==> src/rtl/adder_share_arb.sv <==
// Round-robin arbiter that time-shares one 32-bit adder among NREQ
// requesters, with a single-entry result register tagged by requester ID.
module ALUsum (
  input  logic [31:0] a,
  input  logic [31:0] b,
  output logic [31:0] y
);
  assign y = a + b;
endmodule

module adder_share_arb #(
  parameter int NREQ = 4,
  parameter int IDW  = 2
) (
  input  logic                clk,
  input  logic                rst_n,
  input  logic [NREQ-1:0]     req_valid,
  output logic [NREQ-1:0]     req_ready,
  input  logic [32*NREQ-1:0]  req_a,
  input  logic [32*NREQ-1:0]  req_b,
  output logic                rsp_valid,
  input  logic                rsp_ready,
  output logic [31:0]         rsp_sum,
  output logic                rsp_ovf,
  output logic [IDW-1:0]      rsp_id
);

  typedef enum logic {EMPTY, FULL} state_e;

  state_e          state_q, state_d;
  logic [IDW-1:0]  ptr_q, ptr_d;
  logic [31:0]     sum_q, sum_d;
  logic            ovf_q, ovf_d;
  logic [IDW-1:0]  id_q, id_d;

  logic            can_accept;
  logic            gnt_vld;
  logic [IDW-1:0]  gnt_id;
  logic [IDW-1:0]  sel;
  logic [31:0]     op_a, op_b, add_y;
  logic            xfer;

  assign can_accept = (state_q == EMPTY) | (rsp_ready & rsp_valid);

  // Search order ptr, ptr+1, ... wrapping; the first hit wins.
  always_comb begin
    gnt_vld = 1'b0;
    gnt_id  = '0;
    for (int k = 0; k < NREQ; k++) begin
      for (int i = 0; i < NREQ; i++) begin
        if (!gnt_vld && req_valid[i] &&
            ((int'(ptr_q) + k == i) ||
             (int'(ptr_q) + k == i + NREQ))) begin
          gnt_vld = 1'b1;
          gnt_id  = IDW'(i);
        end
      end
    end
  end

  always_comb begin
    req_ready = '0;
    for (int i = 0; i < NREQ; i++) begin
      req_ready[i] = rst_n & can_accept & gnt_vld &
                     (gnt_id == IDW'(i));
    end
  end

  assign xfer = |(req_valid & req_ready);
  assign sel  = gnt_vld ? gnt_id : ptr_q;

  always_comb begin
    op_a = req_a[31:0];
    op_b = req_b[31:0];
    for (int i = 0; i < NREQ; i++) begin
      if (sel == IDW'(i)) begin
        op_a = req_a[32*i +: 32];
        op_b = req_b[32*i +: 32];
      end
    end
  end

  ALUsum u_add (
    .a (op_a),
    .b (op_b),
    .y (add_y)
  );

  always_ff @(posedge clk or negedge rst_n) begin
    if (!rst_n) begin
      state_q <= EMPTY;
      ptr_q   <= '0;
    end else begin
      state_q <= state_d;
      ptr_q   <= ptr_d;
    end
  end

  always_comb begin
    state_d = state_q;
    unique case (state_q)
      EMPTY: if (xfer) state_d = FULL;
      FULL: begin
        if (xfer)           state_d = FULL;
        else if (rsp_ready) state_d = EMPTY;
      end
      default: state_d = EMPTY;
    endcase
  end

  always_comb begin
    rsp_valid = (state_q == FULL);
  end

  always_comb begin
    ptr_d = ptr_q;
    if (xfer) begin
      ptr_d = (gnt_id == IDW'(NREQ-1)) ? '0 : gnt_id + IDW'(1);
    end
  end

  always_comb begin
    sum_d = sum_q;
    ovf_d = ovf_q;
    id_d  = id_q;
    if (xfer) begin
      sum_d = add_y;
      ovf_d = (op_a[31] == op_b[31]) & (add_y[31] != op_a[31]);
      id_d  = gnt_id;
    end
  end

  always_ff @(posedge clk or negedge rst_n) begin
    if (!rst_n) begin
      sum_q <= '0;
      ovf_q <= 1'b0;
      id_q  <= '0;
    end else begin
      sum_q <= sum_d;
      ovf_q <= ovf_d;
      id_q  <= id_d;
    end
  end

  assign rsp_sum = sum_q;
  assign rsp_ovf = ovf_q;
  assign rsp_id  = id_q;

endmodule

==> config.mk <==
export PLATFORM = sky130hd
export DESIGN_NAME = adder_share_arb
export DESIGN_NICKNAME = d
export VERILOG_FILES = /design/src/rtl/adder_share_arb.sv
export SDC_FILE = /design/constraint.sdc
export NUM_CORES = 1
export LEC_CHECK = 0
export BUFFER_PORTS_ARGS = -buffer_cell sky130_fd_sc_hd__buf_4
export CORE_AREA = 2 2 119 121
export DETAILED_ROUTE_END_ITERATION = 8
export DIE_AREA = 0 0 121 123
export HOLD_SLACK_MARGIN = 0.1
export PLACE_DENSITY = 0.72
export SLEW_MARGIN = 15
export SYNTH_ARGS = -nofsm -noshare
export SYNTH_HDL_FRONTEND = slang
export SYNTH_SLANG_ARGS = --single-unit
==> constraint.sdc <==
create_clock -name clk -period 4 [get_ports clk]
set_clock_uncertainty 0.15 [all_clocks]
set_input_delay 0.6 -clock clk [delete_from_list [all_inputs] [get_ports clk]]
set_output_delay 0.6 -clock clk [all_outputs]
set_load 0.05 [all_outputs]
# After elaboration in Yosys (flattened, before gate mapping)
# Index checks and enable logic that the tools add are counted.
# Widths: inputs -> output; s select.
# word_totals
regBits	38
input_bits	263
out_inout_bits	40
wordCells	160
# op_classes
addsub	5
n_eq_ne	32
n_mux	43
n_bitwise	11
n_reduce_logical	64
# op_table
op	n
$eq 32x4->1 const B	9
$eq 32x3->1 const B	6
$mux 32	6
$logic_not 32->1	4
$eq 32x2->1 const B	3
$add 32x32->32	1
$mux 2	16
$logic_and 1x1->1	31
$mux 1	20
$logic_not 1->1	15
$eq 2x2->1 const B	6
$logic_or 1x1->1	12
$eq 3x3->1 const B	3
$and 1x1->1	8
$add 2x2->3 const B	2
$eq 2x1->1 const B	3
$and 4x4->4	1
$reduce_or 4->1	1
$add 2x1->3 const B	1
$add 2x1->2 const B	1
$logic_not 2->1	1
$pmux 1 s2	1
$eq 1x1->1	1
$ne 1x1->1	1
other kinds (2)	2

# Longest topological paths before layout
# Gate-level depths: netlist of run 1.
# logic_depth
ltp_word	71
mapped_depth	19

# Hierarchy
# A second synthesis of run 1 with hierarchy kept.
# unflattened
hier_cells	779
hier_area_um2	5261.3
# by_module_without_submodules
module	n_inst	cells_each	area_per_inst_um2
adder_share_arb	1	558	3659.8
ALUsum	1	221	1601.5

# Worst setup path after synthesis of run 1
# No wires, ideal clock.
# synth_path
path_type	in2reg
start	input req_valid[0]
end	register sum_q[15] (netlist: rsp_sum[15])
setup_ns	0.137
t_arrival_ns	3.894
path_slack_ns	-0.181
path_stages	18
n_path_buf	4
path_cell_list	buf_4 -> nor3b_1 -> a211o_1 -> o22a_1 -> buf_6 -> buf_2 -> clkbuf_1 -> nand2_1 -> a31oi_1 -> ha_1 -> a211oi_1 -> o21ai_0 -> a221o_1 -> a21o_1 -> a21oi_1 -> o21ai_0 -> xnor2_1 -> a21oi_1
# synth_between
elab_chain_cells	68
elab_cells_between_ends	99
cone_classes	add/sub: 1; eq/ne: 6; mux: 38; bitwise: 6; reduce/logical: 48
# synth_lines
item	line	text
start: declaration	17	input logic [NREQ-1:0] req_valid,
$logic_and 1x1->1	51	if (!gnt_vld && req_valid[i] &&
$mux 1	51	
$logic_not 1->1	51	
$logic_and 1x1->1 (2 in a row)	51	
$mux 1	51	
$logic_not 1->1	51	
$logic_and 1x1->1 (2 in a row)	51	
$mux 1	51	
[47 not listed]	-	
$mux 1	51	
$logic_not 1->1	51	
$logic_and 1x1->1 (2 in a row)	51	
$mux 2 / $mux 1 (equally long branches)	51	
$mux 2	70	assign sel = gnt_vld ? gnt_id : ptr_q;
$eq 2x1->1	76	if (sel == IDW'(i)) begin
$mux 32 (3 in a row)	76	
$add 32x32->32	8	assign y = a + b;
end signal: assignment	139	sum_q <= sum_d;
end: declaration	32	logic [31:0] sum_q, sum_d;
# Several ways; a longest one is shown, not always the timed one.
# A chain may end at the register's enable or synchronous reset.

# Worst setup path after layout of run 1
# layout_path
start	register ptr_q[1]
end	register sum_q[13] (netlist: rsp_sum[13])
# layout_between
elab_chain_cells	69
elab_cells_between_ends	142
cone_classes	add/sub: 4; eq/ne: 30; mux: 38; bitwise: 6; reduce/logical: 64
# layout_lines
item	line	text
start: declaration	31	logic [IDW-1:0] ptr_q, ptr_d;
start signal: assignment	95	ptr_q <= ptr_d;
$logic_not 32->1	52	((int'(ptr_q) + k == i) ||
$logic_and 1x1->1	51	
$mux 1	51	
$logic_not 1->1	51	
$logic_and 1x1->1 (2 in a row)	51	
$mux 1	51	
$logic_not 1->1	51	
$logic_and 1x1->1 (2 in a row)	51	
[48 not listed]	-	
$mux 1	51	
$logic_not 1->1	51	
$logic_and 1x1->1 (2 in a row)	51	
$mux 2 / $mux 1 (equally long branches)	51	
$mux 2	70	
$eq 2x1->1	76	
$mux 32 (3 in a row)	76	
$add 32x32->32	8	
# Several ways; a longest one is shown, not always the timed one.

==> results of run 1 <==
==> cell type report <==
type	instances	area share
multi-input cells	638	0.4599
repair buffers	454	0.3938
flip-flops and latches	38	0.1037
well taps	180	0.02457
clock buffers	6	0.01515
inverters	7	0.002867
==> worst max-delay path by stage <==
stage | start | endpoint | cells after the start
6_report | ptr_q[1] | rsp_sum[13] | 18
3_5_place_dp | req_valid[2] | rsp_sum[30] | 19
4_1_cts | ptr_q[1] | rsp_sum[31] | 17
2_1_floorplan | req_valid[1] | rsp_sum[24] | 18
3_3_place_gp | req_valid[2] | rsp_sum[31] | 17
5_1_grt | ptr_q[1] | rsp_sum[29] | 17
==> what timing repair did <==
| action | CTS | global route |
|---|---|---|
| buffers inserted | 0 | 9 |
| hold buffers | 0 | 0 |
| setup endpoints to repair | 9 | 21 |
| cloned | 0 | 4 |
| pin swaps | 2 | 14 |
| resized for setup | 8 | 42 |
==> state kept, by name, indices dropped and copies added, names as in the netlist <==
register	cells
ptr_q	2
rsp_sum	32
rsp_valid	1
rsp_id	2
rsp_ovf	1
==> per-stage QoR <==
stage	instance area [um^2]	setup WS (ns)	hold WS (ns)	power, uW	setup TNS [ns]
floorplan	5225	-0.03802	0.1544	5232	-0.07380
global placement	8615	-0.2399	0.3101	8046	-2.970
detailed placement	8615	-0.2995	0.3192	8149	-4.024
CTS	8788	-0.0000008882	0.2592	8608	0
global route	9166	-0.2080	0.2858	9927	-2.375
finish	9166	-0.03431	0.2365	9233	-0.08165
==> synth_stat cells, drive strengths merged, types with 5 or more instances <==
| master | number |
|---|---|
| nand2 | 164 |
| a31oi | 68 |
| a211oi | 67 |
| and2 | 67 |
| a21oi | 47 |
| nor2 | 40 |
| dfrtp | 38 |
| ha | 35 |
| clkbuf | 32 |
| buf | 24 |
| o21ai | 22 |
| a21o | 17 |
| xor2 | 14 |
| xnor2 | 12 |
| nand3 | 8 |
| inv | 7 |
| mux2i | 6 |
| nand2b | 6 |
| nor3 | 6 |
| nand3b | 5 |
| nand4 | 5 |
| o211ai | 5 |
==> layer usage <==
metal  up-vias  routed length [um]  GRT usage
met5         -                   0          0
met4         0                 427    0.06759
met3        26                1328    0.02952
met2       275               10560     0.4473
met1      3198                9654     0.3695
li1       3488                   -          -
==> cell usage in the layout, fill, tap and decap left out, drive strengths merged, types with 3 or more instances in the layout <==
cell type | Yosys | final
a211o | 3 | 3
a211oi | 67 | 67
a21o | 17 | 17
a21oi | 47 | 47
a31oi | 68 | 68
and2 | 67 | 67
and3 | 4 | 4
buf | 24 | 450
clkbuf | 32 | 10
dfrtp | 38 | 38
ha | 35 | 35
inv | 7 | 7
mux2i | 6 | 6
nand2 | 164 | 164
nand2b | 6 | 6
nand3 | 8 | 8
nand3b | 5 | 5
nand4 | 5 | 5
nor2 | 40 | 40
nor2b | 3 | 3
nor3 | 6 | 6
nor3b | 4 | 4
o211ai | 5 | 5
o21a | 3 | 3
o21ai | 22 | 22
o22ai | 4 | 4
xnor2 | 12 | 12
xor2 | 14 | 14
==> cells by family (layout without fill, tap and decap cells) <==
family | after synthesis | after routing | synth area share
and+or+nand+nor | 318 | 318 | 0.2888
xor gates and xnor gates | 26 | 26 | 0.04443
muxes | 8 | 8 | 0.01611
DFF | 38 | 38 | 0.1855
adders and majority gates | 36 | 36 | 0.08936
buffers and inverters | 63 | 467 | 0.05200
AOI/OAI and AO/OA | 250 | 250 | 0.3237
==> power groups by stage <==
| stage | logic, uW | registers (uW) | clock network [uW] |
|---|---|---|---|
| 6_report | 8160 | 699 | 376 |
| 5_1_grt | 8800 | 722 | 402 |
| 4_1_cts | 7530 | 699 | 384 |
| 3_5_place_dp | 7440 | 705 | 0 |
| 3_3_place_gp | 7350 | 698 | 0 |
| 2_1_floorplan | 3940 | 1290 | 0 |
==> summary.md, run 1 <==
| Metric | Value |
|---|---|
| VDD IR max | `0.0003782 V` |
| Maxcap violations | `0` |
| Vias in the first global route | `6592` |
| Floorplan core area | `13610 um^2` |
| Switch Pwr | `4616 uW` |
| Min-delay worst type | `input pin to asynchronous set/reset pin` |
| CP max stage cell | `dfrtp_1` |
| Buf/Inv on CP | `4` |
| Worst-path clk slew | `0.05 ns` |
| Layout cells sized above 1 | `0.4558` |
| Top_reg_cell synth | `dfrtp_1` |
| Die Height | `123 um` |
| Critical Path RT | `3.99 ns` |
| Status | `finished, violations left` |
| EDFF count, synth | `0` |
| Placed Cells | `1304` |
| Tcrit/Tclk final | `1.009` |
| Critical path type | `flop to flop` |
| Die Wd | `121 um` |
| Fin crit period | `4.034 ns` |
| Internal power | `4617 uW` |
| Final setup fails | `4` |
| Clock buffer count from CTS | `5` |
| Drt first pass iters | `6` |
| First-pass GRT wire length | `32.00 mm` |
| DRC violations left | `0` |
| Pwr dens | `1007 nW/um^2` |
| Post-synth ARST share | `1.000` |
| Avg WL per Cell | `16.60 um` |
| Sequential fraction of the synthesis area | `0.1855` |
| Final wirelength | `21.97 mm` |
| Pin count of the biggest net entering global routing | `48` |
| Initial Utilization | `0.3765` |
| Synth Warn # | `0` |
| Diodes inserted | `0` |
| Sink Count | `38` |
| Relative slew slack | `0.6235` |
| Seq pwr share | `0.076` |
| Avg Inst Size Synth | `6.935 um^2` |
| Violated checks | `negative setup slack` |
| #FFs+latches synth | `38` |
| GPL Wtd Cong | `0.9245` |
| Switch share | `0.4999` |
| Worst path max stage delay | `0.42 ns` |
| Leakage | `0.004446 uW` |
| R2R cell count | `18` |
| Fmax | `247.9 MHz` |
| Top Ports | `303` |
| Crit-path max FO | `9` |
| Final Hold Viols | `0` |
| RSZ-0062 raised after global routing | `true` |
| Nets@finish | `1443` |
| Power share of the clock group | `0.041` |
| Top cell type by total area after synthesis | `dfrtp_1` |
| Gate count after technology mapping | `739` |
| Area contributors post-synth | `dfrtp_1 (19%), nand2_1 (12%), a211oi_1 (9.7%)` |
| Slew Limit Fails | `0` |
| Worst slew pin tran | `0.5647 ns` |
| Core Util, Final | `0.6734` |
| Final std cells w/o fill | `1323` |
| Hpwl dp | `17.91 mm` |
| Top-area cell type share of the netlist area | `0.1855` |
| Grt total ovfl | `0` |
| Vias/cell | `5.281` |
| CP Data Arrival Time | `4.02 ns` |
| Crit Reg-Reg Startpoint | `ptr_q[1]` |
| R2R Setup Slk | `-0.03 ns` |
| Antenna violations before repair | `0` |
| Synthesis-to-layout area growth | `78.86%` |
| Buffers on Ports | `302` |
| Area of the multi-input gates | `4215 um^2` |
| Clk buf depth | `2` |
| H-tree levels | `2` |
| Clk root buf | `clkbuf_16` |
| Setup ws final | `-0.03431 ns` |
| CP Launch Type | `flop` |
| Crit end category | `flop` |
| Clock Latency Late Sink | `0.27 ns` |
| Total global-route track usage | `0.2677` |
| Yosys cell types | `54` |
| Critical-path cell list | `nor3b_1 -> a211o_1 -> o22a_4 -> buf_12 -> and2_1 -> a211oi_2 -> a31oi_1 -> ha_2 -> buf_4 -> a211oi_4 -> o21ai_2 -> buf_4 -> a221o_1 -> a21o_1 -> a21oi_2 -> buf_4 -> xor2_1 -> a21oi_1` |
| Initial DRC count | `342` |
| Part of the power in combinational logic | `0.884` |
| Reg area | `950.9 um^2` |
| ANT nets after route | `0` |
| Via Count | `6987` |
| Mapped Nets | `1038` |
| Synth Cell Area | `5125 um^2` |
| Row count | `43` |
| Reg2reg end | `rsp_sum[13]` |
| Fill cell count | `1215` |
| Die area | `14880 um^2` |
| Family with the most delay on the worst path | `compound AO/OA/AOI/OAI gates` |
| CTS tree | `yes` |
| Critical Path Most Common Cell | `buf_4` |
No activity file was read; power rests on OpenSTA's default activity.
==> inputs of run 2 (changes only) <==
Settings changed: CELL_PAD_IN_SITES_DETAIL_PLACEMENT set to 0, CELL_PAD_IN_SITES_GLOBAL_PLACEMENT set to 1, CORE_AREA 2 2 119 121 to not set, CORE_MARGIN set to 2, CORE_UTILIZATION set to 27, DIE_AREA 0 0 121 123 to not set, PLACE_DENSITY 0.72 to 0.77.
==> summary.md, run 2 (synthesis results as in run 1) <==
| Metric | Value |
|---|---|
| Fmax | `239.8 MHz (-3.3%)` |
| Initial Utilization | `0.2749 (-0.1016)` |
| Clock Latency Late Sink | `0.28 ns (about the same)` |
| Clock buffer count from CTS | `5 (unchanged)` |
| Slew Limit Fails | `0 (unchanged)` |
| Antenna violations before repair | `0 (unchanged)` |
| GPL Wtd Cong | `0.9067 (-1.9%)` |
| Via Count | `7167 (+2.6%)` |
| Pre-CTS WS | `-0.4538 ns (-0.1543 ns)` |
| Avg WL per Cell | `18.24 um (+9.9%)` |
| Row count | `50 (+16%)` |
| Status | `finished, violations left` |
| Top Ports | `303 (unchanged)` |
| CP Data Arrival Time | `4.24 ns (+0.22 ns)` |
| Final Hold Viols | `0 (unchanged)` |
| Grt total ovfl | `0 (unchanged)` |
| Clk buf depth | `2 (unchanged)` |
| Final wirelength | `25.50 mm (+16%)` |
| Die Wd | `141.8 um (+17%)` |
| Leakage | `0.004691 uW (+5.5%)` |
| Floorplan core area | `18640 um^2 (+37%)` |
| Worst slew pin tran | `0.5755 ns (+0.01077 ns)` |
| H-tree levels | `2 (unchanged)` |
| Worst-path clk slew | `0.05 ns (about the same)` |
| Nets@finish | `1463 (+1.4%)` |
| Buffers on Ports | `302 (unchanged)` |
| Drt first pass iters | `6 (unchanged)` |
| Synthesis-to-layout area growth | `93.21%` |
| Setup ws final | `-0.1706 ns (-0.1363 ns)` |
| Min-delay worst type | `input pin to asynchronous set/reset pin` |
| Number of flip-flops in the largest register | `32 (unchanged)` |
| Die area | `20100 um^2 (+35%)` |
| Initial DRC count | `320 (-6.4%)` |
| DP Area | `8589 um^2 (-0.29%)` |
| RSZ-0062 raised after global routing | `true` |
| Pwr dens | `1051 nW/um^2 (+4.4%)` |
| CP Launch Type | `input pin` |
| ANT nets after route | `0 (unchanged)` |
| First-pass GRT wire length | `35.55 mm (+11%)` |
| Die Height | `141.8 um (+15%)` |
| Diodes inserted | `0 (unchanged)` |
| Crit-path max FO | `14 (+5)` |
| Violated checks | `negative setup slack` |
| Fin crit period | `4.171 ns (+0.1363 ns)` |
| WHS | `0.2347 ns (-0.001743 ns)` |
| CTS tree | `yes` |
| Pwr Total | `10410 uW (+13%)` |
| DRC violations left | `0 (unchanged)` |
| Maxcap violations | `0 (unchanged)` |
| Critical path type | `input pin to flop` |
| Layout cells sized above 1 | `0.5120 (+0.05621)` |
| Hpwl dp | `18.48 mm (+3.2%)` |
| Critical Path RT | `4.07 ns (+0.08 ns)` |
| Fin area | `9902 um^2 (+8.0%)` |
| Fill cell count | `1818 (+50%)` |
| Relative slew slack | `0.6163 (-0.007182)` |
| Final setup fails | `10 (+6)` |
| Pin count of the biggest net entering global routing | `48 (unchanged)` |
| Total global-route track usage | `0.2225 (-0.04523)` |
| Sink Count | `38 (unchanged)` |
| Commonest non-fill, non-tap cell in the layout | `buf_4` |
| Vias in the first global route | `6771 (+2.7%)` |
| Most frequent cells in the layout | `buf_4 (439), nand2_1 (161), and2_1 (57)` |
| Vias/cell | `5.127 (-2.9%)` |
| Clk root buf | `clkbuf_16` |
| Crit end category | `flop` |
| VDD IR max | `0.0004001 V (+5.8%)` |
| Tcrit/Tclk final | `1.043 (+0.03407)` |
-- run 2: cell count changes in the layout (fill, tap and decap cells not counted), sizes merged --
cell    before  now
clkbuf      10   14
bufinv       0    1
buf        450  466
-- run 2: critical path, stage by stage --
cell and delay [ns]:
buf_8 0.10, nor2b_4 0.12, a211o_1 0.32, o22a_4 0.35
clkbuf_16 0.21, and2_1 0.17, a211oi_2 0.25, a31oi_2 0.11
ha_1 0.36, nand4_1 0.20, nor2_2 0.08, a211oi_2 0.31
buf_4 0.17, nor2_4 0.05, o311ai_4 0.29, a21oi_2 0.13
nor4_1 0.28, nand3b_1 0.14
-- run 2: what timing repair did --
item                                    CTS  global route
gates resized for setup                  31           103
gates cloned                              4             9
hold buffers                              0             0
pin swaps                                15            59
endpoints found under the setup margin   11            19
buffers inserted                          7            24
-- run 2: worst paths after layout --
check / startpoint / end / slack (ns) / depth (start not counted)
worst min register to register: rsp_sum[1] / rsp_sum[1] / 0.32 / 2
min in group clk: rsp_sum[1] / rsp_sum[1] / 0.32 / 2
worst max-delay path: req_valid[2] / rsp_sum[31] / -0.17 / 18
worst min-delay path: rst_n / rsp_sum[1] / 0.23 / 2
max in group asynchronous: rst_n / ptr_q[0] / 3.09 / 2
worst max register to register: ptr_q[1] / rsp_sum[31] / -0.14 / 17
-- run 2: through the flow --
stage               utilization  setup TNS, ns  cells
floorplan                     -       -0.07380    739
global placement         0.4607         -5.113   1349
detailed placement       0.4607         -5.782   1349
CTS                      0.4885        -0.1214   1367
global route             0.5311         -2.952   1398
finish                   0.5311        -0.8930   1398
-- run 2: area by class of cell --
type / instances / area, um^2 / area share
sequential: 38 / 952.2 / 0.09616
clock buffer: 6 / 138.9 / 0.01403
inverter: 7 / 26.28 / 0.002654
multi-input combinational: 638 / 4504 / 0.4549
clock inverter: 1 / 30.03 / 0.003033
tap: 234 / 292.8 / 0.02957
timing repair buffer: 474 / 3958 / 0.3997
-- run 2: routing by layer --
| metal | part of all wire | global-route usage |
|---|---|---|
| met2 | 0.47 | 0.3623 |
| met1 | 0.45 | 0.3123 |
| met3 | 0.057 | 0.03105 |
| met4 | 0.021 | 0.05053 |
| met5 | 0 | 0 |
-- run 2: where the power goes --
group          internal, uW  switching (uW)  total, uW
logic                  4360            4890       9250
registers               584             114        698
clock network           307             149        456
total                  5260            5150      10400
